`src/rtl/multiword_add_seq_if.sv`:
```
// Request/response bundle for multiword_add_seq.
//   master: drives start, a, b, cin (and sub when MWADD_SUB_EN is defined),
//           observes busy, done, sum, cout
//   slave : the sequencer side of the same signals
// Optional feature macro: MWADD_SUB_EN (adds the sub request bit).
interface multiword_add_seq_if #(
    parameter int unsigned WORDS = 4
);
    localparam int unsigned W = 8 * WORDS;

    logic         start;
    logic [W-1:0] a;
    logic [W-1:0] b;
    logic         cin;
`ifdef MWADD_SUB_EN
    logic         sub;
`endif
    logic         busy;
    logic         done;
    logic [W-1:0] sum;
    logic         cout;

    modport master (
        output start, a, b, cin,
`ifdef MWADD_SUB_EN
        output sub,
`endif
        input  busy, done, sum, cout
    );

    modport slave (
        input  start, a, b, cin,
`ifdef MWADD_SUB_EN
        input  sub,
`endif
        output busy, done, sum, cout
    );
endinterface

```
`src/rtl/multiword_add_seq.sv`:
```
// Multi-word adder sequencer: adds two WORDS*8-bit operands through one shared
// 8-bit hybrid carry-lookahead adder, one limb per clock, LSB limb first.
// Ports:
//   clk  - rising-edge clock
//   rst  - asynchronous active-high reset
//   bus  - multiword_add_seq_if.slave: start/a/b/cin[/sub] in, busy/done/sum/cout out
// Optional feature macro: MWADD_SUB_EN -> sub request computes a - b (cout = no borrow).
module multiword_add_seq #(
    parameter int unsigned WORDS = 4
) (
    input  logic               clk,
    input  logic               rst,
    multiword_add_seq_if.slave bus
);
    localparam int unsigned W     = 8 * WORDS;
    localparam int unsigned CNT_W = $clog2(WORDS);

    typedef enum logic [1:0] {
        IDLE = 2'd0,
        ADD  = 2'd1,
        DONE = 2'd2
    } state_t;

    state_t           state, state_d;
    logic [CNT_W-1:0] cnt_q, cnt_d;
    logic [W-1:0]     a_q, a_d;
    logic [W-1:0]     b_q, b_d;
    logic [W-1:0]     sum_q, sum_d;
    logic             carry_q, carry_d;
    logic             cout_q, cout_d;
    logic             busy_q, busy_d;
    logic             done_q, done_d;
`ifdef MWADD_SUB_EN
    logic             sub_q, sub_d;
`endif

    logic [7:0]       a_limb;
    logic [7:0]       b_limb;
    logic [7:0]       b_eff;
    logic [7:0]       limb_sum;
    logic             c8;

    // 4-bit carry-lookahead block: returns {c4, sum[3:0]}
    function automatic logic [4:0] cla4(input logic [3:0] x, input logic [3:0] y,
                                        input logic c0);
        logic [3:0] p;
        logic [3:0] g;
        logic [4:0] c;
        p    = x ^ y;
        g    = x & y;
        c[0] = c0;
        c[1] = g[0] | (p[0] & c0);
        c[2] = g[1] | (p[1] & g[0]) | (p[1] & p[0] & c0);
        c[3] = g[2] | (p[2] & g[1]) | (p[2] & p[1] & g[0]) | (p[2] & p[1] & p[0] & c0);
        c[4] = g[3] | (p[3] & g[2]) | (p[3] & p[2] & g[1]) | (p[3] & p[2] & p[1] & g[0])
             | (p[3] & p[2] & p[1] & p[0] & c0);
        return {c[4], p ^ c[3:0]};
    endfunction

    // Hybrid 8-bit adder: two lookahead nibbles, carry rippled between them
    function automatic logic [8:0] hybridadder8(input logic [7:0] x, input logic [7:0] y,
                                                input logic c0);
        logic [4:0] lo;
        logic [4:0] hi;
        lo = cla4(x[3:0], y[3:0], c0);
        hi = cla4(x[7:4], y[7:4], lo[4]);
        return {hi[4], hi[3:0], lo[3:0]};
    endfunction

    // Select the current limb of each latched operand
    always_comb begin
        a_limb = '0;
        b_limb = '0;
        for (int i = 0; i < int'(WORDS); i++) begin
            if (cnt_q == CNT_W'(i)) begin
                a_limb = a_q[8*i +: 8];
                b_limb = b_q[8*i +: 8];
            end
        end
    end

`ifdef MWADD_SUB_EN
    assign b_eff = sub_q ? ~b_limb : b_limb;
`else
    assign b_eff = b_limb;
`endif

    assign {c8, limb_sum} = hybridadder8(a_limb, b_eff, carry_q);

    // State register
    always_ff @(posedge clk or posedge rst) begin
        if (rst) begin
            state <= IDLE;
        end else begin
            state <= state_d;
        end
    end

    // Next-state and datapath update
    always_comb begin
        state_d = state;
        cnt_d   = cnt_q;
        a_d     = a_q;
        b_d     = b_q;
        sum_d   = sum_q;
        carry_d = carry_q;
        cout_d  = cout_q;
        busy_d  = busy_q;
        done_d  = 1'b0;
`ifdef MWADD_SUB_EN
        sub_d   = sub_q;
`endif
        case (state)
            IDLE: begin
                if (bus.start) begin
                    a_d     = bus.a;
                    b_d     = bus.b;
                    cnt_d   = '0;
                    busy_d  = 1'b1;
                    state_d = ADD;
`ifdef MWADD_SUB_EN
                    sub_d   = bus.sub;
                    // Two's-complement subtract: the +1 enters as limb-0 carry
                    carry_d = bus.sub ? 1'b1 : bus.cin;
`else
                    carry_d = bus.cin;
`endif
                end
            end
            ADD: begin
                for (int i = 0; i < int'(WORDS); i++) begin
                    if (cnt_q == CNT_W'(i)) begin
                        sum_d[8*i +: 8] = limb_sum;
                    end
                end
                carry_d = c8;
                if (cnt_q == CNT_W'(WORDS - 1)) begin
                    cout_d  = c8;
                    done_d  = 1'b1;
                    busy_d  = 1'b0;
                    state_d = DONE;
                end else begin
                    cnt_d = cnt_q + CNT_W'(1);
                end
            end
            DONE: begin
                state_d = IDLE;
            end
            default: begin
                state_d = IDLE;
            end
        endcase
    end

    // Datapath and output registers
    always_ff @(posedge clk or posedge rst) begin
        if (rst) begin
            cnt_q   <= '0;
            a_q     <= '0;
            b_q     <= '0;
            sum_q   <= '0;
            carry_q <= 1'b0;
            cout_q  <= 1'b0;
            busy_q  <= 1'b0;
            done_q  <= 1'b0;
`ifdef MWADD_SUB_EN
            sub_q   <= 1'b0;
`endif
        end else begin
            cnt_q   <= cnt_d;
            a_q     <= a_d;
            b_q     <= b_d;
            sum_q   <= sum_d;
            carry_q <= carry_d;
            cout_q  <= cout_d;
            busy_q  <= busy_d;
            done_q  <= done_d;
`ifdef MWADD_SUB_EN
            sub_q   <= sub_d;
`endif
        end
    end

    assign bus.busy = busy_q;
    assign bus.done = done_q;
    assign bus.sum  = sum_q;
    assign bus.cout = cout_q;
endmodule

```
`src/flat_wrapper.sv`:
```
// flat-port wrapper written by rule: the top's interface ports become plain ports
module multiword_add_seq_flat 
#(
    parameter int unsigned WORDS = 4
)
  (clk, rst, bus_start, bus_a, bus_b, bus_cin, bus_busy, bus_done, bus_sum, bus_cout);
  multiword_add_seq_if #(.WORDS(WORDS)) bus_i ();
  input  logic clk;
  input  logic rst;
  input wire logic [$bits(bus_i.start)-1:0] bus_start;
  input wire logic [$bits(bus_i.a)-1:0] bus_a;
  input wire logic [$bits(bus_i.b)-1:0] bus_b;
  input wire logic [$bits(bus_i.cin)-1:0] bus_cin;
  output wire logic [$bits(bus_i.busy)-1:0] bus_busy;
  output wire logic [$bits(bus_i.done)-1:0] bus_done;
  output wire logic [$bits(bus_i.sum)-1:0] bus_sum;
  output wire logic [$bits(bus_i.cout)-1:0] bus_cout;
  assign bus_i.start = bus_start;
  assign bus_i.a = bus_a;
  assign bus_i.b = bus_b;
  assign bus_i.cin = bus_cin;
  assign bus_busy = bus_i.busy;
  assign bus_done = bus_i.done;
  assign bus_sum = bus_i.sum;
  assign bus_cout = bus_i.cout;
  multiword_add_seq #(.WORDS(WORDS)) u_core (.clk(clk), .rst(rst), .bus(bus_i));
endmodule
```
`config.mk`:
```
export PLATFORM = sky130hd
export DESIGN_NAME = multiword_add_seq_flat
export DESIGN_NICKNAME = d
export VERILOG_FILES = /design/src/rtl/multiword_add_seq_if.sv /design/src/rtl/multiword_add_seq.sv /design/src/flat_wrapper.sv
export SDC_FILE = /design/constraint.sdc
export NUM_CORES = 1
export LEC_CHECK = 0
export ABC_AREA = 1
export CORE_MARGIN = 2
export CORE_UTILIZATION = 50
export DETAILED_ROUTE_END_ITERATION = 7
export GPL_ROUTABILITY_DRIVEN = 0
export PLACE_DENSITY_LB_ADDON = 0.05
export SYNTH_ARGS = -nofsm -noshare
export SYNTH_HDL_FRONTEND = slang
export SYNTH_SLANG_ARGS = --single-unit
export TNS_END_PERCENT = 10
```
`constraint.sdc`:
```
create_clock -name clk -period 8.9 [get_ports clk]
set_input_delay 1.78 -clock clk [delete_from_list [all_inputs] [get_ports clk]]
set_output_delay 1.78 -clock clk [all_outputs]
set_load 0.05 [all_outputs]
```
==> results_dict.tcl, run 1 <==
set metrics [dict create \
    grt_max_degree 83 \
    wl_per_cell_um 14.01 \
    start_util_pct 50.71 \
    n_antenna_cell 0 \
    io_pins 103 \
    cts_buffers 9 \
    dr_wl_met2_mm 5.521 \
    finalCriticalPeriod_ps 4040 \
    initialDrtViolationCount 263 \
    cts_sinks 104 \
    wl_met3_um 495 \
    rsz0062_at_grt "no" \
    core_um2 9639 \
    r2r-start "u_core.cnt_q[1]$_DFFE_PP0P_" \
    cp-end-kind "flop" \
    die-area_um2 10580 \
    synth-compound-area-share_pct 10.55 \
    syn_inst 579 \
    synth.distinct_cells 30 \
    grt_pass1_wl_mm 18.23 \
    drt-met1-wl_mm 5.007 \
    worst_skew_pair.late_latency_ps 350 \
    grt_pass1_vias 3821 \
    fin_tns_setup_ps 0 \
    hold_slack_ps 476.5 \
    worstPathRequired_ps 9150 \
    dr.pass1.iters 4 \
    antenna_found_initial 0 \
    clockBufferDepth 2 \
    cts_setup_buffers 0 \
    instances_no_fill 802 \
    wirelength_mm 11.23 \
    drtAntennaViolNets 0 \
    cp_data_arrival_time_ps 4290 \
    place_inst 789 \
    synth_simple_gate_area_share_pct 24.39 \
    status "complete, no violations" \
    final_common_cell "nand2_1" \
    critPathKind "input port to flop" \
    top_layer_used "met4" \
    crit_slowest_cell "inv_2" \
    die_h_um 102.9 \
    syn_area_per_cell_um2 8.443 \
    grt-ovfl-total 0 \
    seq_area_frac_synth_pct 53.24 \
    synth-seq-cells 104 \
    ys_warn_count 0 \
    fin_crit_sh_pct 45.39 \
    synthAdderAreaFrac_pct 3.890 \
    peakVddDrop_mv 0.2154 \
    clk_pin_slew_ps 90 \
    grt_usage_pct 22.28 \
    cp_max_fo 82 \
    n_fill_cell 895 \
    avgViaCountPerCell 5.000 \
    finalHoldViolations 0 \
    hold_class "flop to flop" \
    hpwl_mm 7.795 \
    hp-start "u_core.bus.sum[13]$_DFFE_PP0P_" \
    root_buffer "clkbuf_8" \
    final_cell_mix "nand2_1, dfrtp_1, clkdlybuf4s50_1" \
    final_nets 749 \
    skew_ps 8.917 \
    muxShareOfSynthArea_pct 0 \
    p_leak_nw 3.052 \
    synth_top_family_by_area "simple AND/OR/NAND/NOR gates" \
    max_stage_delay_ps 1140 \
    cts_tree "built" \
    cts_hold_buffers 0 \
    cap_violations 0 \
    port-buffer-count 102 \
    synthXorXnorAreaFrac_pct 0.7167 \
    reg2reg_slack_ps 4950 \
    synthToLayoutAreaGrowth_pct 25.83 \
    cts.repair.resized 0 \
    netlist_area_um2 4888 \
    tightest_slew_ps 1210 \
    setup_viol 0 \
    fmax_ghz 0.2475 \
    power_density_nw_per_um2 451.8 \
    synthesis.nets 661 \
    vias 4010 \
    die_width_um 102.9 \
    start_kind "input port" \
    placementRows 36 \
    relSlewSlack_pct 19.31 \
    drv_slew 0 \
    htreeDepth 3 \
    drc 0 \
    crit_start "bus_start" \
    layout-drive-gt1-share_pct 5.531 \
    worstPathCellList "clkdlybuf4s50_1 -> nand2_2 -> inv_2 -> nor2_1 -> inv_1 -> o21ai_1" \
]
-- per-layer routing --
layer / up-vias / track usage [%]
met5: - / 0
met4: 0 / 8.097
met3: 18 / 3.119
met2: 115 / 36.86
met1: 1892 / 30.17
li1: 1985 / -
-- synth_stat cells, drive strengths merged --
library cell / count / share of area (%)
a21oi: 17 / 1.7
fa: 2 / 0.82
xnor2: 3 / 0.54
dfrtp: 104 / 53
clkbuf: 5 / 0.38
o211ai: 10 / 1.5
a22o: 1 / 0.18
nor3: 1 / 0.10
inv: 45 / 3.6
a22oi: 5 / 0.87
buf: 21 / 3.3
nand3: 12 / 1.3
nor2: 13 / 2.1
xor2: 1 / 0.18
or2: 1 / 0.13
o21ai: 57 / 6.1
ha: 12 / 3.1
nand2: 268 / 21
o21a: 1 / 0.15
-- path summary, 6_finish.rpt --
path | end | cells after the start
worst max-delay path | u_core.cnt_q[0]$_DFFE_PP0P_ | 6
worst min-delay path | u_core.bus.sum[13]$_DFFE_PP0P_ | 2
worst max register to register | u_core.bus.sum[21]$_DFFE_PP0P_ | 17
worst min register to register | u_core.bus.sum[13]$_DFFE_PP0P_ | 2
max in group asynchronous | u_core.a_q[18]$_DFFE_PP0P_ | 3
min in group asynchronous | u_core.bus.sum[26]$_DFFE_PP0P_ | 2
-- area by class of cell --
class | instances | area (um^2) | share of cell area [%]
multi-input cells | 404 | 1933 | 31.43
repair buffers | 103 | 1028 | 16.72
clock buffers | 9 | 123.9 | 2.014
clock inverters | 4 | 120.1 | 1.953
inverters | 45 | 176.4 | 2.868
flip-flops and latches | 104 | 2603 | 42.31
well taps | 133 | 166.4 | 2.705
-- sequential cells by signal (all words and copies together) (netlist names) --
register and count:
u_core.state 2, u_core.carry_q 1, u_core.b_q 32, u_core.bus.cout 1
u_core.cnt_q 2, u_core.a_q 32, u_core.bus.sum 32, u_core.bus.done 1
u_core.bus.busy 1
-- report_power, final --
part           total, mW  leakage (nW)  switching [mW]  internal (mW)
sequential         0.807          1.30           0.110          0.696
clock              0.364         0.121           0.153          0.211
combinational       1.61          1.63            1.09          0.515
total               2.78          3.05            1.36           1.42
-- metrics by stage --
step	utilization [%]	setup slack (ps)	area, um^2	total power, mW
2_1_floorplan	-	4388	4888	1.966
3_3_place_gp	61.28	4513	5907	2.380
3_5_place_dp	61.28	4432	5907	2.419
4_1_cts	63.81	4840	6151	2.791
5_1_grt	63.81	4587	6151	2.996
6_report	63.81	4860	6151	2.779
-- worst max-delay path, delay by kind of cell --
kind | cells | cell delay [ps]
AND/OR/NAND/NOR | 2 | 680
AO/OA/AOI/OAI | 1 | 70
buffers and inverters | 3 | 1750
-- kinds of logic (layout without fill, tap and decap cells) --
group,after synthesis,count (layout)
AND/OR/NAND/NOR,295,295
flip-flops,104,104
AO/OA/AOI/OAI,91,91
buffers and inverters,71,161
adder cells (fa/ha/maj),14,14
XOR/XNOR,4,4
Power figures use the tool's default switching activity.
==> run 2: changes to the inputs <==
clock period = 4.06 ns   (was 8.9 ns; I/O delays follow)
==> results_dict.tcl, run 2 (synthesis gave the netlist of run 1 again) <==
set metrics [dict create \
    n_fill_cell 898 \
    drv_slew 0 \
    rsz0062_at_grt "no" \
    reg2reg_slack_ps 600 \
    die_width_um 102.9 \
    fin_ws_ps 602.6 \
    crit_top_cell "nand2_1" \
    cap_violations 0 \
    regArea_um2 2603 \
    final_nets 751 \
    switching_share_pct 50.25 \
    cts_setup_buffers 0 \
    place_inst 791 \
    drc 0 \
    antenna_found_initial 0 \
    drtAntennaViolNets 0 \
    grt_usage_pct 22.88 \
    cp_data_arrival_time_ps 3770 \
    wl_per_cell_um 13.99 \
    power_mw 5.926 \
    max_stage_delay_ps 590 \
    start_util_pct 50.71 \
    skew_ps 18.09 \
    core_um2 9639 \
    n_antenna_cell 0 \
    setup_viol 0 \
    p_leak_nw 3.050 \
    finalCriticalPeriod_ps 3457 \
    dr.pass1.iters 5 \
    crit_path_end "u_core.bus.sum[5]$_DFFE_PP0P_" \
    final_cell_mix "nand2_1, dfrtp_1, clkdlybuf4s50_1" \
    instances_no_fill 807 \
    vias 3983 \
    hold_class "flop to flop" \
    holdPathStages 2 \
    p_sw_mw 2.978 \
    grt_pass1_vias 3825 \
    initialDrtViolationCount 228 \
    p_clk_share_pct 11.1 \
    placementRows 36 \
    power.internal_mw 2.948 \
    wirelength_mm 11.29 \
    grt-ovfl-total 0 \
    power_density_nw_per_um2 966.3 \
    finalHoldViolations 0 \
    reg2reg_depth 17 \
    die_h_um 102.9 \
    start_kind "flop" \
    die-area_um2 10580 \
    crit_start "u_core.cnt_q[1]$_DFFE_PP0P_" \
    fin_crit_sh_pct 85.16 \
    hpwl_mm 8.548 \
    root_buffer "clkbuf_8" \
    dp_slack_ps 627.4 \
    cp_max_fo 18 \
    combPwrFrac_pct 58.1 \
    synthToLayoutAreaGrowth_pct 25.47 \
    seq_power_share_pct 30.7 \
    avgViaCountPerCell 4.936 \
    fmax_ghz 0.2892 \
    peakVddDrop_mv 0.3565 \
    clk_pin_slew_ps 110 \
    r2r_end "u_core.bus.sum[5]$_DFFE_PP0P_" \
    grt_max_degree 60 \
    cts_tree "built" \
    cts_sinks 104 \
    io_pins 103 \
    htreeDepth 3 \
    final_common_cell "nand2_1" \
    cts_hold_buffers 0 \
    multi_input_area_um2 1933 \
    relSlewSlack_pct 52.94 \
    layout-drive-gt1-share_pct 6.231 \
    worstPathRequired_ps 4370 \
    cts.repair.resized 0 \
    r2r-start "u_core.cnt_q[1]$_DFFE_PP0P_" \
    fin_tns_setup_ps 0 \
    grt_pass1_wl_mm 18.63 \
    worst_skew_pair.late_latency_ps 370 \
    tightest_slew_ps 705.1 \
    crit_slowest_cell "ha_1" \
    cts_buffers 9 \
    clockBufferDepth 2 \
    status "complete, no violations" \
    port-buffer-count 102 \
    cp-end-kind "flop" \
    critPathKind "flop to flop" \
    worstPathCellList "inv_1 -> ha_1 -> nor2_4 -> a22oi_1 -> nand2_1 -> o211ai_1 -> o21ai_0 -> ha_1 -> nand3_1 -> nand3_2 -> nand2_1 -> nand2_2 -> inv_1 -> fa_1 -> xnor2_1 -> nand2_1 -> nand2_1" \
]
-- run 2: cell count changes in the layout (fill, tap and decap cells not counted), sizes merged --
cell,delta
clkinv,+2
bufinv,-3
buf,+2
inv,+4
-- run 2: worst min path at each step --
stage | startpoint | end | slack, ps
2_1_floorplan | u_core.a_q[16]$_DFFE_PP0P_ | u_core.a_q[16]$_DFFE_PP0P_ | 440
3_3_place_gp | u_core.bus.sum[25]$_DFFE_PP0P_ | u_core.bus.sum[25]$_DFFE_PP0P_ | 450
3_5_place_dp | u_core.bus.sum[24]$_DFFE_PP0P_ | u_core.bus.sum[24]$_DFFE_PP0P_ | 460
4_1_cts | u_core.bus.sum[24]$_DFFE_PP0P_ | u_core.bus.sum[24]$_DFFE_PP0P_ | 480
5_1_grt | u_core.bus.sum[9]$_DFFE_PP0P_ | u_core.bus.sum[9]$_DFFE_PP0P_ | 510
6_report | u_core.bus.busy$_DFFE_PP0P_ | u_core.bus.busy$_DFFE_PP0P_ | 480
-- run 2: layout make-up --
class | instances | area share (%)
Sequential cell | 104 | 42.43
Multi-Input combinational cell | 404 | 31.52
Timing Repair Buffer | 105 | 17.22
Inverter | 45 | 2.876
Tap cell | 133 | 2.713
Clock buffer | 9 | 2.020
Clock inverter | 7 | 1.224
-- run 2: per-stage QoR --
stage / utilization [%] / instance area [um^2] / hold WS [ps]
after floorplan: - / 4888 / 443.6
after global placement: 61.57 / 5934 / 453.4
after detailed placement: 61.57 / 5934 / 458.0
after CTS: 63.63 / 6133 / 484.9
after global routing: 63.63 / 6133 / 512.3
final: 63.63 / 6133 / 481.6
-- run 2: layer usage --
metal	track usage, %	wire [um]	up-vias
li1	-	-	2002
met1	30.80	5065	1860
met2	38.56	5493	107
met3	4.610	562	14
met4	5.162	165	0
met5	0	0	-
-- run 2: power groups by stage --
stage	clock, mW	sequential [mW]	combinational, mW
after floorplan	0	2.26	2.05
after global placement	0	1.84	3.38
after detailed placement	0	1.84	3.45
after CTS	0.674	1.82	3.47
after global routing	0.710	1.87	3.85
final	0.661	1.82	3.45
-- run 2: worst max-delay path: cells and delay by family (launching register included) --
family	cells	cell delay, ps
AOI/OAI and AO/OA	3	490
xor gates and xnor gates	1	310
adders and majority gates	3	1320
buffers and inverters	2	160
DFF	1	410
and+or+nand+nor	8	750
==> run 3: changes to the inputs <==
ABC_AREA = 0   (was 1)
clock period = 4.3 ns   (was 4.06 ns; I/O delays follow)
==> results_dict.tcl, run 3 <==
set metrics [dict create \
    status "complete, no violations" \
    skew_ps 15.63 \
    grt_pass1_wl_mm 16.84 \
    power.internal_mw 3.002 \
    tightest_slew_ps 833.3 \
    fin_crit_sh_pct 81.13 \
    relSlewSlack_pct 44.44 \
    drtAntennaViolNets 0 \
    htreeDepth 3 \
    worst-path-buf-inv 1 \
    ys_warn_count 0 \
    drt-met1-wl_mm 4.823 \
    instances_no_fill 647 \
    placementRows 35 \
    final_cell_mix "dfrtp_1, clkdlybuf4s50_1, mux2_2" \
    power_density_nw_per_um2 918.1 \
    synthToLayoutAreaGrowth_pct 27.70 \
    io_pins 103 \
    critPathKind "flop to flop" \
    grt-ovfl-total 0 \
    p_sw_mw 2.590 \
    worstPathRequired_ps 4580 \
    worstPathCellList "inv_1 -> ha_1 -> nand3b_1 -> a21oi_1 -> a21oi_1 -> o21ai_0 -> ha_1 -> a211oi_2 -> o21bai_1 -> a21oi_1 -> fa_1 -> o21ai_0" \
    cts_tree "built" \
    p_leak_nw 2.554 \
    die_h_um 101.7 \
    syn_area_per_cell_um2 11.44 \
    synthesis.nets 499 \
    drv_slew 0 \
    fin_util_pct 65.92 \
    initialDrtViolationCount 129 \
    core_um2 9240 \
    wl_per_cell_um 16.58 \
    setup_viol 0 \
    final_nets 595 \
    cp-end-kind "flop" \
    drc 0 \
    cap_violations 0 \
    start_kind "flop" \
    seq_power_share_pct 31.8 \
    start_util_pct 51.62 \
    fmax_ghz 0.2867 \
    dp_slack_ps 830.3 \
    max_stage_delay_ps 510 \
    cp_data_arrival_time_ps 3770 \
    seq_area_frac_synth_pct 54.56 \
    combPwrFrac_pct 57.7 \
    vias 3480 \
    layout-drive-gt1-share_pct 18.92 \
    hold_class "flop to flop" \
    top_layer_used "met4" \
    worst_skew_pair.late_latency_ps 370 \
    die_width_um 101.7 \
    port-buffer-count 102 \
    synth-seq-cells 104 \
    crit_family "compound AO/OA/AOI/OAI gates" \
    rsz0062_at_grt "no" \
    avgViaCountPerCell 5.379 \
    synth.distinct_cells 39 \
    reg2reg_slack_ps 810 \
    crit_top_cell "a21oi_1" \
    root_buffer "clkbuf_8" \
    clockBufferDepth 2 \
    hpwl_mm 8.064 \
    cts_hold_buffers 0 \
    clk_pin_slew_ps 100 \
    wirelength_mm 10.73 \
    async_flop_share_pct 100.0 \
    cts.repair.resized 0 \
    finalHoldViolations 0 \
    synth_top_area_cell "dfrtp_1" \
    peakVddDrop_mv 0.4130 \
    n_antenna_cell 0 \
    cp_max_fo 17 \
    place_inst 631 \
    fin_ws_ps 811.6 \
    post_dp_cell_area_um2 5901 \
    dr.pass1.iters 4 \
    antenna_found_initial 0 \
    synth.most_common_cell "dfrtp_1" \
    final_cell_area_um2 6091 \
    power_mw 5.592 \
    grt_usage_pct 21.53 \
    dr_wl_met2_mm 5.139 \
    crit_slowest_cell "ha_1" \
    synth-edff-count 0 \
    netlist_top_cells_area "dfrtp_1, mux2_2, nand2_1" \
    final_common_cell "dfrtp_1" \
    finalCriticalPeriod_ps 3488 \
    cts_setup_buffers 0 \
    cts_buffers 9 \
    netlist_area_um2 4770 \
    grt_max_degree 70 \
    die-area_um2 10340 \
    hold_slack_ps 488.1 \
    grt_pass1_vias 3458 \
    synth_common_cells "dfrtp_1, mux2_2, nand2_1, a21oi_1, o21ai_0" \
    syn_inst 417 \
    cts_sinks 104 \
    synthFlopType "dfrtp_1" \
    fin_tns_setup_ps 0 \
    synth_top_area_share_pct 54.56 \
    p_clk_share_pct 10.5 \
    wl_met3_um 558 \
    switching_share_pct 46.31 \
]
-- run 3: changes by cell type in the layout (fill, tap and decap cells not counted), moves of 6 or more --
cell      delta
inv_1       -29
nand3_1     -11
o21ai_0      -6
nand3b_1    +17
o21ai_1     -12
nand2_1    -203
a21oi_1     +18
o211ai_1     -9
o31ai_1      +8
mux2_2      +68
-- run 3: power groups by stage --
stage | registers (mW) | logic, mW | clock network (mW)
2_1_floorplan | 2.19 | 1.87 | 0
3_3_place_gp | 1.79 | 3.13 | 0
3_5_place_dp | 1.80 | 3.23 | 0
4_1_cts | 1.78 | 3.24 | 0.597
5_1_grt | 1.83 | 3.52 | 0.636
6_report | 1.78 | 3.22 | 0.588
-- run 3: path summary, 6_finish.rpt --
kind                                                  endpoint                      startpoint  cells past startpoint
min in group asynchronous            u_core.b_q[8]$_DFFE_PP0P_                             rst                      2
max in group asynchronous           u_core.b_q[26]$_DFFE_PP0P_                             rst                      3
worst min register to register  u_core.bus.sum[11]$_DFFE_PP0P_  u_core.bus.sum[11]$_DFFE_PP0P_                      2
worst min-delay path            u_core.bus.sum[11]$_DFFE_PP0P_  u_core.bus.sum[11]$_DFFE_PP0P_                      2
worst max-delay path             u_core.bus.sum[4]$_DFFE_PP0P_     u_core.cnt_q[0]$_DFFE_PP0P_                     12
worst max register to register   u_core.bus.sum[4]$_DFFE_PP0P_     u_core.cnt_q[0]$_DFFE_PP0P_                     12
-- run 3: cells by family (layout without fill, tap and decap cells) --
logic type,after synthesis,in the layout,share of synthesized area [%]
adders and majority gates,14,14,3.987
AOI/OAI and AO/OA,94,94,11.25
muxes,69,69,16.26
buffers and inverters,33,134,3.069
xor gates and xnor gates,4,4,0.7347
DFF,104,104,54.56
and+or+nand+nor,99,99,10.13
-- run 3: cell type report --
cell class | instances | area [um^2]
repair buffers | 109 | 1074
multi-input cells | 280 | 2027
well taps | 129 | 161.4
clock inverters | 5 | 38.79
fillers | 759 | 3149
inverters | 9 | 36.28
clock buffers | 11 | 151.4
flip-flops and latches | 104 | 2603
-- run 3: worst register-to-register path, delay by kind of cell (launching register included) --
kind | cells | cell delay (ps)
AOI/OAI and AO/OA | 7 | 1420
DFF | 1 | 430
buffers and inverters | 1 | 90
adders and majority gates | 3 | 1330
and+or+nand+nor | 1 | 130
-- run 3: layer usage --
layer,GRT usage [%],up-vias
met3,3.727,16
met4,7.692,0
met5,0,-
li1,-,1655
met2,35.68,109
met1,28.62,1700
